## src/rtl/rtc_pkg.sv

```systemverilog
// Shared widths, limits and the packed time type for the real-time clock.
// Hours are kept in 24h form; to_12h derives the 12h display form.
package rtc_pkg;

  localparam int SEC_W = 6;
  localparam int MIN_W = 6;
  localparam int HR_W  = 5;

  localparam logic [SEC_W-1:0] SEC_MAX = 6'd59;
  localparam logic [MIN_W-1:0] MIN_MAX = 6'd59;

  typedef struct packed {
    logic [HR_W-1:0]  hr;
    logic [MIN_W-1:0] min;
    logic [SEC_W-1:0] sec;
  } rtc_time_t;

  // Returns {pm, display hour} for a 24h hour value.
  function automatic logic [HR_W:0] to_12h(input logic [HR_W-1:0] hr24);
    logic [HR_W:0] res;
    if (hr24 == 5'd0) begin
      res = {1'b0, 5'd12};
    end else if (hr24 > 5'd12) begin
      res = {1'b1, hr24 - 5'd12};
    end else if (hr24 == 5'd12) begin
      res = {1'b1, 5'd12};
    end else begin
      res = {1'b0, hr24};
    end
    return res;
  endfunction

endpackage

```

## src/rtl/rtc_counter_mod_n.sv

```systemverilog
// Wrapping 0..MAX counter with synchronous load; carry is asserted
// combinationally when an increment wraps the counter back to zero.
module mod_n_counter
  import rtc_pkg::*;
#(
  parameter int W   = 6,
  parameter int MAX = 59
) (
  input  logic         clk,
  input  logic         rst_n,
  input  logic         inc,
  input  logic         load,
  input  logic [W-1:0] load_val,
  output logic [W-1:0] value,
  output logic         carry
);

  localparam logic [W-1:0] MAX_V = W'(MAX);
  localparam logic [W-1:0] ONE_V = W'(1);

  logic [W-1:0] value_r;
  logic         at_max_s;

  assign at_max_s = (value_r == MAX_V);
  assign carry    = inc & at_max_s;
  assign value    = value_r;

  // Counter register: load wins over increment.
  always_ff @(posedge clk or negedge rst_n) begin
    if (!rst_n) begin
      value_r <= '0;
    end else if (load) begin
      value_r <= load_val;
    end else if (inc) begin
      value_r <= at_max_s ? '0 : value_r + ONE_V;
    end else begin
      value_r <= value_r;
    end
  end

endmodule

```

## src/rtl/rtc_counter.sv

```systemverilog
// Real-time clock: prescaler plus sec/min/hr chain with load and 12h display.
// Optional alarm enabled by defining RTC_COUNTER_ALARM_EN.
module rtc_counter
  import rtc_pkg::*;
#(
  parameter int PRESCALE = 100000000,
  parameter int HR_MAX   = 23
) (
  input  logic             clk,
  input  logic             rst_n,
`ifdef RTC_COUNTER_ALARM_EN
  input  logic             alarm_set,
  input  logic [HR_W-1:0]  alarm_hr,
  input  logic [MIN_W-1:0] alarm_min,
  input  logic             alarm_clr,
  output logic             alarm_hit,
`endif
  input  logic             en,
  input  logic             load,
  input  logic [SEC_W-1:0] load_sec,
  input  logic [MIN_W-1:0] load_min,
  input  logic [HR_W-1:0]  load_hr,
  input  logic             mode_12h,
  output logic [SEC_W-1:0] sec,
  output logic [MIN_W-1:0] min,
  output logic [HR_W-1:0]  hr,
  output logic [HR_W-1:0]  disp_hr,
  output logic             pm,
  output logic             sec_tick,
  output logic             day_wrap,
  output logic             load_err
);

  localparam int              PS_W    = (PRESCALE > 1) ? $clog2(PRESCALE) : 1;
  localparam logic [PS_W-1:0] PS_LAST = PS_W'(PRESCALE - 1);
  localparam logic [PS_W-1:0] PS_ONE  = PS_W'(1);
  localparam logic [HR_W-1:0] HR_LAST = HR_W'(HR_MAX);
  localparam bit              HAS_12H = (HR_MAX == 23);

  logic [PS_W-1:0] ps_r;
  logic            load_ok_s;
  logic            tick_s;
  logic            sec_carry_s;
  logic            min_carry_s;
  logic            hr_carry_s;
  logic            sec_tick_r;
  logic            day_wrap_r;
  logic            load_err_r;
  logic [HR_W-1:0] disp_hr_s;
  logic            pm_s;
  rtc_time_t       cur_s;

  assign load_ok_s = load && (load_sec <= SEC_MAX) && (load_min <= MIN_MAX)
                     && (load_hr <= HR_LAST);
  // Any load, valid or not, suppresses the tick for that cycle.
  assign tick_s    = en && !load && (ps_r == PS_LAST);

  // Prescaler: cleared by a valid load, frozen by a rejected one or en=0.
  always_ff @(posedge clk or negedge rst_n) begin
    if (!rst_n) begin
      ps_r <= '0;
    end else if (load) begin
      ps_r <= load_ok_s ? '0 : ps_r;
    end else if (en) begin
      ps_r <= (ps_r == PS_LAST) ? '0 : ps_r + PS_ONE;
    end else begin
      ps_r <= ps_r;
    end
  end

  mod_n_counter #(.W(SEC_W), .MAX(59)) u_sec (
    .clk      (clk),
    .rst_n    (rst_n),
    .inc      (tick_s),
    .load     (load_ok_s),
    .load_val (load_sec),
    .value    (cur_s.sec),
    .carry    (sec_carry_s)
  );

  mod_n_counter #(.W(MIN_W), .MAX(59)) u_min (
    .clk      (clk),
    .rst_n    (rst_n),
    .inc      (sec_carry_s),
    .load     (load_ok_s),
    .load_val (load_min),
    .value    (cur_s.min),
    .carry    (min_carry_s)
  );

  mod_n_counter #(.W(HR_W), .MAX(HR_MAX)) u_hr (
    .clk      (clk),
    .rst_n    (rst_n),
    .inc      (min_carry_s),
    .load     (load_ok_s),
    .load_val (load_hr),
    .value    (cur_s.hr),
    .carry    (hr_carry_s)
  );

  // Registered status pulses and the sticky load error.
  always_ff @(posedge clk or negedge rst_n) begin
    if (!rst_n) begin
      sec_tick_r <= 1'b0;
      day_wrap_r <= 1'b0;
      load_err_r <= 1'b0;
    end else begin
      sec_tick_r <= tick_s;
      day_wrap_r <= hr_carry_s;
      if (load) begin
        load_err_r <= !load_ok_s;
      end else begin
        load_err_r <= load_err_r;
      end
    end
  end

  // Display hour: 12h conversion only for a 24-hour day.
  always_comb begin
    disp_hr_s = cur_s.hr;
    pm_s      = 1'b0;
    if (HAS_12H && mode_12h) begin
      {pm_s, disp_hr_s} = to_12h(cur_s.hr);
    end else begin
      disp_hr_s = cur_s.hr;
      pm_s      = 1'b0;
    end
  end

  assign sec      = cur_s.sec;
  assign min      = cur_s.min;
  assign hr       = cur_s.hr;
  assign disp_hr  = disp_hr_s;
  assign pm       = pm_s;
  assign sec_tick = sec_tick_r;
  assign day_wrap = day_wrap_r;
  assign load_err = load_err_r;

`ifdef RTC_COUNTER_ALARM_EN
  logic             armed_r;
  logic [HR_W-1:0]  al_hr_r;
  logic [MIN_W-1:0] al_min_r;
  logic             alarm_hit_r;
  logic [MIN_W-1:0] next_min_s;
  logic [HR_W-1:0]  next_hr_s;
  logic             match_s;

  // Time reached when the current minute rolls over (only relevant at sec=59).
  always_comb begin
    next_min_s = cur_s.min;
    next_hr_s  = cur_s.hr;
    if (cur_s.min == MIN_MAX) begin
      next_min_s = '0;
      next_hr_s  = (cur_s.hr == HR_LAST) ? '0 : cur_s.hr + 5'd1;
    end else begin
      next_min_s = cur_s.min + 6'd1;
      next_hr_s  = cur_s.hr;
    end
  end

  assign match_s = tick_s && armed_r && (cur_s.sec == SEC_MAX)
                   && (next_min_s == al_min_r) && (next_hr_s == al_hr_r);

  // Alarm arming (clear wins) and registered hit pulse.
  always_ff @(posedge clk or negedge rst_n) begin
    if (!rst_n) begin
      armed_r     <= 1'b0;
      al_hr_r     <= '0;
      al_min_r    <= '0;
      alarm_hit_r <= 1'b0;
    end else begin
      alarm_hit_r <= match_s;
      if (alarm_clr) begin
        armed_r <= 1'b0;
      end else if (alarm_set) begin
        armed_r  <= 1'b1;
        al_hr_r  <= alarm_hr;
        al_min_r <= alarm_min;
      end else begin
        armed_r <= armed_r;
      end
    end
  end

  assign alarm_hit = alarm_hit_r;
`endif

endmodule
```

## config.mk

```make
export PLATFORM = sky130hd
export DESIGN_NAME = rtc_counter
export DESIGN_NICKNAME = d
export VERILOG_FILES = /design/src/rtl/rtc_pkg.sv /design/src/rtl/rtc_counter_mod_n.sv /design/src/rtl/rtc_counter.sv
export SDC_FILE = /design/constraint.sdc
export NUM_CORES = 1
export LEC_CHECK = 0
export ABC_AREA = 1
export CORE_UTILIZATION = 40
export CTS_BUF_LIST = sky130_fd_sc_hd__clkbuf_8
export DETAILED_ROUTE_END_ITERATION = 16
export DONT_BUFFER_PORTS = 1
export PLACE_DENSITY = 0.51
export SYNTH_ARGS = -nofsm -noshare
export SYNTH_HDL_FRONTEND = slang
export SYNTH_SLANG_ARGS = --single-unit
```

## constraint.sdc

```tcl
create_clock -name clk -period 4.6 [get_ports clk]
set_clock_uncertainty 0.05 [all_clocks]
set_input_delay 0.46 -clock clk [delete_from_list [all_inputs] [get_ports clk]]
set_output_delay 0.46 -clock clk [all_outputs]
set_load 0.01 [all_outputs]
```

==> results of run 1 <==
==> cells in the final DEF (no fill, tap or decap), types with 2 or more instances in the layout <==
master      synthesis  routed
xnor2_1             5       5
a31oi_1             2       2
clkinvlp_4          0       2
dfrtp_1            47      47
nor2_2              6       6
nor3_1             12      12
clkbuf_8            0       5
nand3_1            57      57
o21ai_0            20      20
nand2_1           128     128
nand3b_1            4       4
nand4_1            14      14
nor3_2              4       4
ha_1                8       8
a21oi_1            13      13
inv_1              50      50
inv_2               2       2
xor2_1              9       9
nand2_2            10      10
nor2_1             61      61
==> registers in the layout (all words and copies together) (netlist names) <==
name         flops
day_wrap         1
load_err         1
ps_r            27
sec_tick         1
u_hr.value       5
u_min.value      6
u_sec.value      6
==> area by class of cell <==
cell class	count	area share, %
well taps	102	3.68
flip-flops and latches	47	33.9
repair buffers	2	1.08
multi-input cells	366	53.1
clock inverters	3	0.577
clock buffers	5	1.98
inverters	53	5.73
==> what timing repair did <==
| action | in CTS | in global routing |
|---|---|---|
| hold buffers | 2 | 0 |
| buffers inserted | 0 | 0 |
| hold endpoints to repair | 47 | 0 |
| resized for setup | 0 | 0 |
==> critical path, delay by kind of cell (launching register included) <==
kind            cells  cell delay (ps)
buf+inv             2              230
fa+ha+maj           1              220
simple gates        1              120
compound gates      1              430
flops               1              550
==> where the power goes <==
| part | leakage [nW] | switching [mW] | total [mW] | internal [mW] |
|---|---|---|---|---|
| Clock | 0.0402 | 0.157 | 0.264 | 0.106 |
| Combinational | 0.946 | 0.156 | 0.243 | 0.0876 |
| Sequential | 0.633 | 0.0765 | 0.527 | 0.451 |
| Total | 1.62 | 0.390 | 1.03 | 0.645 |
==> layer usage <==
layer | vias up | part of all wire (%) | track usage [%] | wire [um]
met2 | 71 | 44 | 33.0 | 3710
met4 | 0 | 1.2 | 5.51 | 100
met5 | - | 0 | 0 | 0
met1 | 1398 | 50 | 29.3 | 4240
met3 | 9 | 4.7 | 3.94 | 400
li1 | 1543 | - | - | -
==> cells by family (layout without fill, tap and decap cells) <==
family	count (synthesis)	after routing	synth area share, %
buf+inv	64	63	8.29
flops	47	47	35.7
compound gates	42	42	7.22
xor+xnor	14	14	3.72
fa+ha+maj	8	8	3.04
simple gates	302	302	42.0
==> through the flow <==
stage,instances,cell area (um^2),total power [mW],hold WS (ps),util (%)
after floorplan,477,3290,0.720,114,-
after CTS,578,3470,1.05,193,44.2
after detailed placement,568,3350,0.768,116,42.6
after global routing,578,3470,1.10,206,44.2
after global placement,568,3350,0.767,116,42.6
final,578,3470,1.03,198,44.2
==> worst min path at each step <==
stage,start,endpoint,slack [ps]
after global placement,rst_n,ps_r[21],120
after global routing,load,ps_r[11],210
after floorplan,rst_n,day_wrap,110
after CTS,load,ps_r[11],190
final,load,ps_r[11],200
after detailed placement,rst_n,ps_r[21],120
==> results.md, run 1 <==
* R2R Path End: u_min.value[4]
* Count leader, synth: nand2_1
* Multi-input gate area at 1840 um^2
* Top post-synthesis cells by area: dfrtp_1 (36%), nand2_1 (15%), nand3_1 (8.7%), nor2_1 (7.0%), inv_1 (5.7%)
* Reg2Reg Setup Slack at 2560 ps
* Hold Path Depth at 1
* Post-synth EDFFs at 0
* Layout area overhead at 5.47%
* Layout cells sized above 1 at 7.98%
* Initial antenna violation count at 0
* IR drop worst, VDD at 0.000158 V
* Sinks on Clock Net at 47
* Final min period at 2370 ps
* Mapped Avg Cell Area at 6.90 um^2
* Antenna Nets Post-Route at 0
* Setup crit start kind: flip-flop
* DRT Pass-1 Iters at 4
* Num rows at 32
* Share of the synthesized area in the top cell type at 35.7%
* Clk_lat worst skew at 310 ps
* Outcome: completed
* Chip Height at 92.7 um
* Vias in the first global route at 2836
* First-pass GRT wire length at 14100 um
* Starting density of the core at 41.9%
* Num CTS Buffers at 5
* Remaining DRCs at 0
* Most frequent cells after synthesis: nand2_1 (128), nor2_1 (61), nand3_1 (57)
* Vias at 3021
* Syn Std Cell Area at 3290 um^2
* Diodes inserted at 0
* Core ar. at 7850 um^2
* Register area at 1180 um^2
* Hold crit path type: in -> reg
* Pwr Density at 298 nW/um^2
* Cells after Synth at 477
* Max Cap Viol at 0
* Post-synth net total at 507
* RSZ-0062 raised after global routing: false
* Crit path to: disp_hr[4]
* Most frequent CP cell: inv_1
* Via/cell ratio at 5.23
* Avg WL per Cell at 14.6 um
* Setup WS post-layout at 2230 ps
* Post-Place Worst Slack at 2490 ps
* DR iter-0 viols at 202
* H-tree Lvls at 2
* CTS tree: yes
* Worst EP required at 4090 ps
* Clk root buf: clkbuf_8
* Slew Viols, Final at 0
* Asr flop ratio synth at 100%
* Die width at 92.7 um
* Die area at 8600 um^2
* Port bufs at 0
* Cell variety after synth at 36
* Slowest stage delay, CP at 550 ps
* Worst-path clk slew at 90 ps
* Worst path cell trace: inv_1 > ha_1 > nand3_1 > inv_1 > o32ai_1
* Num ports at 48
* Largest net degree at the start of global routing at 48
* LEAKAGE at 1.62 nW
* Reg-to-Reg Start: ps_r[1]
* Critical path class: reg -> out
* Crit path DAT at 1860 ps
* Slowest CP cell: dfrtp_1
* Worst Path Max Fanout at 7
* Register area share after synthesis at 35.7%
* Fmax at 0.422 GHz
* Tightest Pin Transition at 707 ps
* Total negative slack at 0 ps
* Count of final hold-check violations at 0
* GP Congestion at 0.862
* Reg2Reg Depth at 9
* Synth Register Bits at 47
* GRT Util Overall at 20.9%
* Synth warnings at 0
* Filler Cells Inserted at 852
* Total global routing overflow at 0
* Final Net Count at 505
* Tcrit/Tclk final at 51.6%
* Ys flop type: dfrtp_1
* Critical path endpoint category: output port
* Setup violators final at 0
* Wirelength, routed at 8450 um
* Max_slew headroom at 52.7%
* Post-DP HPWL at 6080 um
* Post-synth top area cell: dfrtp_1
* Clock buffer depth at 2
* Critical path launch point: u_hr.value[2]
Note: power is estimated with default switching activity, not from simulation.
==> run 2, diff against run 1 <==
==> constraint.sdc (replaced) <==
create_clock -name clk -period 2.29 [get_ports clk]
set_clock_uncertainty 0.05 [all_clocks]
set_input_delay 0.229 -clock clk [delete_from_list [all_inputs] [get_ports clk]]
set_output_delay 0.229 -clock clk [all_outputs]
set_load 0.01 [all_outputs]
==> results.md, run 2 (synthesized netlist as in run 1, its figures left out) <==
* Reg with most FFs: ps_r
* Antenna Nets Post-Route at 0 (unchanged)
* WP buf/inv at 2 (unchanged)
* Post-route cell area at 3550 um^2 (+2.2%)
* Port bufs at 0 (unchanged)
* Core ar. at 7850 um^2 (unchanged)
* Max Cap Viol at 0 (unchanged)
* Tightest Pin Transition at 547 ps (-160 ps)
* Worst hold start: load_sec[3]
* Num ports at 48 (unchanged)
* LEAKAGE at 1.67 nW (+3.0%)
* Critical path endpoint category: output port
* Reg-to-Reg Start: ps_r[1]
* Final Net Count at 509 (+0.79%)
* Pwr Density at 639 nW/um^2 (+110%)
* Vias in the first global route at 2827 (-0.32%)
* CTS hold repair buffers at 3 (+1)
* First-pass GRT wire length at 13700 um (-2.9%)
* Max_slew headroom at 63.3% (+11 points)
* Slowest CP cell: dfrtp_1
* Outcome: completed
* Most frequent cells in the layout: nand2_1 (128), nor2_1 (61), nand3_1 (57)
* Worst EP required at 2010 ps (-2080 ps)
* Worst-path clk slew at 90 ps (about the same)
* Num rows at 32 (unchanged)
* Setup violators final at 0 (unchanged)
* CTS tree: yes
* Die width at 92.7 um (unchanged)
* Layout area overhead at 7.79%
* Fmax at 0.472 GHz
* Total global routing overflow at 0 (unchanged)
* Final min period at 2120 ps
* Crit path DAT at 1840 ps (-20 ps)
* Commonest non-fill, non-tap cell in the layout: nand2_1
* Layout cells sized above 1 at 8.33% (+0.35 points)
* Clock buffer depth at 2 (unchanged)
* DRT Pass-1 Iters at 4 (unchanged)
* Placed cell areas at 3370 um^2 (+0.67%)
* Post-CTS Setup Inserts at 0 (unchanged)
* Largest net degree at the start of global routing at 48 (unchanged)
* Slew Viols, Final at 0 (unchanged)
* Slowest stage delay, CP at 530 ps (-20 ps)
* Via/cell ratio at 5.21 (-0.33%)
* Clk_lat worst skew at 300 ps (about the same)
* Initial antenna violation count at 0 (unchanged)
* Starting density of the core at 41.9% (unchanged)
* Critical path class: reg -> out
* Post-DP HPWL at 6270 um (+3.0%)
* GP Congestion at 0.815 (-5.5%)
* Count of final hold-check violations at 0 (unchanged)
* Post-cts resize count at 0 (unchanged)
* GRT Util Overall at 20.2% (-0.67 points)
* RSZ-0062 raised after global routing: false
* IR drop worst, VDD at 0.000332 V (+110%)
* Worst path cell trace: inv_1 > ha_1 > nand3_1 > inv_1 > o32ai_1
* Crit path max-delay family: flip-flops
* Critical path launch point: u_hr.value[2]
* Number of flip-flops in the largest register at 27 (unchanged)
* Vias at 3032 (+0.36%)
* Hold crit path type: in -> reg
* DR iter-0 viols at 139 (-31%)
* Tcrit/Tclk final at 92.5%
* Clk root buf: clkbuf_8
* Diodes inserted at 0 (unchanged)
* DP Cell Count at 571 (+0.53%)
* Avg WL per Cell at 14.1 um (-3.2%)
* Worst Path Max Fanout at 7 (unchanged)
* Die area at 8600 um^2 (unchanged)
* Setup crit start kind: flip-flop
* Chip Height at 92.7 um (unchanged)
* Most frequent CP cell: inv_1
* H-tree Lvls at 2 (unchanged)
* Sinks on Clock Net at 47 (unchanged)
* Wirelength, routed at 8230 um (-2.5%)
* Cell Count, Final, Fillers Out at 582 (+0.69%)
* Num CTS Buffers at 5 (unchanged)
* Remaining DRCs at 0 (unchanged)
* Total negative slack at 0 ps (unchanged)
run 2: cell count changes in the layout (fill, tap and decap cells not counted), sizes merged:
cell	previous run	this run
dlygate4sd3	1	2
buf	1	4
bufinv	0	2
inv	52	53
clkinvlp	2	0
clkinv	2	1
run 2: power breakdown:
group | internal, mW | total, mW | leakage, nW | switching [mW]
Combinational | 0.183 | 0.496 | 0.965 | 0.313
Clock | 0.432 | 0.712 | 0.0695 | 0.280
Sequential | 0.905 | 1.06 | 0.633 | 0.154
Total | 1.52 | 2.27 | 1.67 | 0.748
run 2: metrics by stage:
stage	setup slack, ps	utilization (%)	power, mW	hold WS [ps]
after floorplan	644	-	1.45	-117
after global placement	378	42.9	1.55	-115
after detailed placement	329	42.9	1.55	-114
after CTS	146	45.2	2.30	12.2
after global routing	82.2	45.2	2.41	22.6
final	171	45.2	2.27	21.9
run 2: cell type report:
| type | count | area [um^2] |
|---|---|---|
| Clock buffer | 5 | 68.8 |
| Clock inverter | 3 | 63.8 |
| Fill cell | 862 | 4300 |
| Inverter | 53 | 199 |
| Multi-Input combinational cell | 366 | 1840 |
| Sequential cell | 47 | 1180 |
| Tap cell | 102 | 128 |
| Timing Repair Buffer | 6 | 70.1 |
run 2: path summary, 6_finish.rpt:
path / end / slack (ps) / depth (start not counted)
max in group asynchronous: ps_r[11] / 1580 / 2
min in group asynchronous: u_min.value[2] / 380 / 2
worst max-delay path: disp_hr[4] / 170 / 5
worst min register to register: ps_r[1] / 510 / 2
worst min-delay path: u_sec.value[3] / 20 / 2
worst max register to register: ps_r[22] / 330 / 9
run 2: metal layers:
layer / routed length [um] / up-vias / GRT usage [%] / share of wire (%)
li1: - / 1548 / - / -
met2: 3490 / 76 / 30.3 / 42
met1: 4200 / 1393 / 30.1 / 51
met4: 121 / 0 / 5.51 / 1.5
met3: 421 / 15 / 3.20 / 5.1
met5: 0 / - / 0 / 0
